===== src/rtl/bist_ctrl_c432.sv =====
// Session controller for the c432 logic-BIST loop (LFSR -> CUT -> 4-bit MISR).
// Sequences seed, NUM_WINDOWS compaction windows and per-window signature checks.
module bist_ctrl_c432 #(
  parameter int WINDOW      = 7,
  parameter int NUM_WINDOWS = 4,
  parameter int IDX_W       = 2
) (
  input  logic             clk,
  input  logic             rst_n,
  input  logic             start,
  input  logic             abort,
  input  logic [3:0]       sig,
  input  logic [3:0]       golden_sig,
  output logic             test_mode,
  output logic             lfsr_load,
  output logic             lfsr_en,
  output logic             misr_load,
  output logic             misr_en,
  output logic [IDX_W-1:0] win_idx,
  output logic             busy,
  output logic             done,
  output logic             pass,
  output logic [IDX_W-1:0] fail_idx
);

  localparam int                CNT_W    = (WINDOW > 1) ? $clog2(WINDOW) : 1;
  localparam logic [CNT_W-1:0]  CNT_LAST = CNT_W'(WINDOW - 1);
  localparam logic [IDX_W-1:0]  WIN_LAST = IDX_W'(NUM_WINDOWS - 1);

  typedef enum logic [2:0] {IDLE, SEED, RUN, CAPTURE, DONE} state_t;

  state_t           state;
  logic [CNT_W-1:0] pat_cnt;
  logic             fail_flag;
  logic             mismatch;

  assign mismatch = (sig != golden_sig);

  // Outputs are registered: each branch drives the values for the state being entered.
  always_ff @(posedge clk or negedge rst_n) begin
    if (!rst_n) begin
      state     <= IDLE;
      pat_cnt   <= '0;
      fail_flag <= 1'b0;
      test_mode <= 1'b0;
      lfsr_load <= 1'b0;
      lfsr_en   <= 1'b0;
      misr_load <= 1'b0;
      misr_en   <= 1'b0;
      busy      <= 1'b0;
      done      <= 1'b0;
      pass      <= 1'b0;
      win_idx   <= '0;
      fail_idx  <= '0;
    end else begin
      // NOTE: non-blocking defaults here are overridden by later assignments in
      // the case below; the last non-blocking write in the block wins.
      test_mode <= 1'b0;
      lfsr_load <= 1'b0;
      lfsr_en   <= 1'b0;
      misr_load <= 1'b0;
      misr_en   <= 1'b0;
      busy      <= 1'b0;
      done      <= 1'b0;

      if (abort) begin
        state     <= IDLE;
        pat_cnt   <= '0;
        fail_flag <= 1'b0;
        pass      <= 1'b0;
        win_idx   <= '0;
        fail_idx  <= '0;
      end else begin
        case (state)
          IDLE, DONE: begin
            if (start) begin
              state     <= SEED;
              lfsr_load <= 1'b1;
              misr_load <= 1'b1;
              test_mode <= 1'b1;
              busy      <= 1'b1;
              pat_cnt   <= '0;
              fail_flag <= 1'b0;
              pass      <= 1'b0;
              win_idx   <= '0;
              fail_idx  <= '0;
            end else if (state == DONE) begin
              done <= 1'b1;
            end
          end

          SEED: begin
            state     <= RUN;
            pat_cnt   <= '0;
            test_mode <= 1'b1;
            busy      <= 1'b1;
            lfsr_en   <= 1'b1;
            misr_en   <= 1'b1;
          end

          RUN: begin
            test_mode <= 1'b1;
            busy      <= 1'b1;
            if (pat_cnt == CNT_LAST) begin
              state     <= CAPTURE;
              pat_cnt   <= '0;
              misr_load <= 1'b1;
            end else begin
              pat_cnt <= pat_cnt + CNT_W'(1);
              lfsr_en <= 1'b1;
              misr_en <= 1'b1;
            end
          end

          CAPTURE: begin
            // Only the first failing window is recorded; the flag is sticky.
            if (mismatch && !fail_flag) begin
              fail_flag <= 1'b1;
              fail_idx  <= win_idx;
            end
            if (win_idx == WIN_LAST) begin
              state <= DONE;
              done  <= 1'b1;
              pass  <= !(fail_flag || mismatch);
            end else begin
              state     <= RUN;
              win_idx   <= win_idx + IDX_W'(1);
              test_mode <= 1'b1;
              busy      <= 1'b1;
              lfsr_en   <= 1'b1;
              misr_en   <= 1'b1;
            end
          end

          default: state <= IDLE;
        endcase
      end
    end
  end

endmodule


===== config.mk =====
export PLATFORM = sky130hd
export DESIGN_NAME = bist_ctrl_c432
export DESIGN_NICKNAME = d
export VERILOG_FILES = /design/src/rtl/bist_ctrl_c432.sv
export SDC_FILE = /design/constraint.sdc
export NUM_CORES = 1
export LEC_CHECK = 0
export ABC_AREA = 1
export CAP_MARGIN = 25
export CORE_MARGIN = 2
export CORE_UTILIZATION = 40
export DETAILED_ROUTE_END_ITERATION = 10
export PLACE_DENSITY = 0.68
export REMOVE_ABC_BUFFERS = 1
export SYNTH_ARGS = -nofsm -noshare
export SYNTH_HDL_FRONTEND = slang
export SYNTH_SLANG_ARGS = --single-unit
export TNS_END_PERCENT = 50

===== constraint.sdc =====
create_clock -name clk -period 1.4 [get_ports clk]
set_input_delay 0.14 -clock clk [delete_from_list [all_inputs] [get_ports clk]]
set_output_delay 0.14 -clock clk [all_outputs]
set_load 0.01 [all_outputs]

==> results of run 1 <==
==> state kept, by name, indices dropped and copies added, names as in the netlist, 2 cells and up <==
name	count
pat_cnt	3
win_idx	2
state	3
fail_idx	2
==> cell usage in the layout (no fill, tap or decap), drive strengths merged, types with 2 or more instances in the layout <==
| cell | instances |
|---|---|
| clkdlybuf4s50 | 23 |
| nand4 | 2 |
| nor3b | 2 |
| inv | 17 |
| dfrtp | 17 |
| buf | 7 |
| clkbuf | 4 |
| o22ai | 2 |
| nand2 | 37 |
| o21ai | 10 |
| nor2 | 9 |
| nand3 | 9 |
==> per-stage QoR <==
stage | power [mW] | worst slack, ps
floorplan | 0.6271 | 244.4
global placement | 0.7367 | 32.41
detailed placement | 0.7400 | 9.721
CTS | 1.004 | 22.79
global route | 1.052 | 13.27
finish | 0.9928 | 78.15
==> per-layer routing <==
layer | part of all wire [%] | global-route usage, %
met5 | 0 | 0
met4 | 0 | 5.405
met3 | 6.2 | 2.924
met2 | 47 | 23.81
met1 | 47 | 16.42
==> where the power goes <==
group,switching [mW],internal [mW]
Combinational,0.104,0.104
Sequential,0.0164,0.511
Clock,0.146,0.111
==> how the worst max path moves through the flow <==
stage / from / endpoint / slack (ps)
6_report: misr_en / lfsr_en / 80
5_1_grt: win_idx[0] / win_idx[0] / 10
4_1_cts: win_idx[1] / win_idx[1] / 20
3_5_place_dp: abort / pat_cnt[0] / 10
3_3_place_gp: abort / pat_cnt[2] / 30
2_1_floorplan: win_idx[0] / busy / 240
==> what timing repair did <==
item / 4_1_cts / 5_1_grt
endpoints found under the setup margin: 1 / 3
hold endpoints to repair: 0 / 0
resized for setup: 0 / 3
buffers inserted: 2 / 1
==> kinds of logic after synthesis <==
kind of cell             count (synthesis)  synth area share (%)
AND/OR/NAND/NOR                         62                 31.04
XOR/XNOR                                 1                0.9833
adder cells (fa/ha/maj)                  1                 1.404
flip-flops                              17                 47.75
AO/OA/AOI/OAI                           14                 9.129
buffers and inverters                   20                 9.691
==> final cells by class <==
| class | instances | area, sq um |
|---|---|---|
| flip-flops and latches | 17 | 425.4 |
| well taps | 28 | 35.03 |
| fillers | 200 | 923.4 |
| clock buffers | 4 | 26.28 |
| inverters | 17 | 63.81 |
| multi-input cells | 78 | 391.6 |
| repair buffers | 30 | 282.8 |
==> summary.md, run 1 <==
| Metric | Value |
|---|---|
| RSZ-0062 raised after global routing | false |
| Post-Layout Cell Count | 174 |
| Final Cycle Share | 94.42% |
| Async S/R FF share, synth | 100.0% |
| ANT cells | 0 |
| Crit Path Max Fanout | 2 |
| Power per cell area | 810.5 mW/mm^2 |
| Synth top cells by count | nand2_1 (37), dfrtp_1 (17), inv_1 (15) |
| Worst-Margin Slew | 378.2 ps |
| WP data required | 1260 ps |
| Largest cells by area after synthesis | dfrtp_1 (48%), nand2_1 (16%), inv_1 (6.3%) |
| Peak supply drop | 0.5448 mV |
| Global-route wire length before repair | 2.760 mm |
| Worst hold slack | 161.4 ps |
| Hold-fix buffers, CTS | 0 |
| Ports | 24 |
| Row Count | 17 |
| CTS tree | built |
| Syn-to-layout area delta | 37.50% |
| Average routed wire per standard cell | 9.707 microns |
| # DRC | 0 |
| Iteration-0 DRC Markers | 23 |
| Starting Density | 41.47% |
| Predominant post-synthesis flop cell | dfrtp_1 |
| Initial antenna violation count | 0 |
| Clock Sinks | 17 |
| Post-synth EDFFs | 0 |
| Overall Global Routing Usage | 13.70% |
| Placed cell area | 0.001164 sq mm |
| Slew margin rel. | 74.59% |
| Sequential share of the synthesized area | 47.75% |
| Fin. max-slew vios | 0 |
| Grt total ovfl | 0 |
| HPWL after DPL | 1.279 mm |
| CP Launch Type | flop |
| YS warnings | 0 |
| Minimum clock period | 1322 ps |
| Die ar. | 0.002620 sq mm |
| RD Place Congestion | 0.7927 |
| Fin. Hold Viols | 0 |
| Vias per std cell | 4.764 |
| Vias in the first global route | 706 |
| Max cap viols | 0 |
| Post-Syn Instances | 115 |
| WP data arrival | 1180 ps |
| Setup violators final | 0 |
| Final Skew | 4.120 ps |
| Syn_area_per_cell | 7.747 sq um |
| Post-route ant nets | 0 |
| Worst skew pair latency | 280 ps |
| Core area | 0.002148 sq mm |
| Cell type with the largest total area after synthesis | dfrtp_1 |
| Top cell type's share of synthesized area | 47.75% |
| Reg2reg end | busy |
| Cell with the biggest individual delay on the critical path | clkdlybuf4s50_1 |
| Synth Register Bits | 17 |
| # H-tree levels | 1 |
| Post-synthesis instance area | 890.9 sq um |
| CP Depth | 1 |
| Port Buffers | 23 |
| Top Family by Delay on Critical Path | buffers and inverters |
| Slack of the worst reg-to-reg path | 140 ps |
| Routed WL | 1.689 mm |
| Clock buffer depth | 2 |
| Critical path capture point type | primary output |
| Setup TNS | 0 ps |
| Share of layout cells above drive strength 1 | 11.64% |
| Outcome | finished, final reports clean |
| Min-Delay Path Class | in -> async |
| Synth cell types | 21 |
| Die Height | 51.19 microns |
| Critical R2R Launch | state[2] |
| # placed instances | 167 |
| R2R depth | 6 |
| Crit-path cells | clkdlybuf4s50_1 |
| Final instance area | 0.001225 sq mm |
| Largest net degree at the start of global routing | 18 |
| Fin util | 57.02% |
| WP buf/inv | 1 |
| Clock transition at path regs | 100 ps |
| Max frequency | 756.5 MHz |
| Lkg Pwr | 0.6197 nW |
| Nets | 160 |
| Vias | 829 |
| Most common cell in the netlist | nand2_1 |
| CTS buffer count | 3 |
| WS Path Type | reg -> out |
| Root buf cell | clkbuf_4 |
| Drt first pass iters | 5 |
| Max stage delay on crit path | 540 ps |
| Die width | 51.19 microns |
No activity file was read; power rests on OpenSTA's default activity.
==> inputs of run 2 (changes only) <==
Settings changed: CAP_MARGIN 25 to not set, HOLD_SLACK_MARGIN set to 0.02.
==> results of run 2 <==
Final layout, timing and power as in run 1 (identical DEF).
==> inputs of run 3 (changes only) <==
Settings changed: CTS_CLUSTER_SIZE set to 30.
==> results of run 3 <==
Final layout, timing and power as in run 1 (identical DEF).
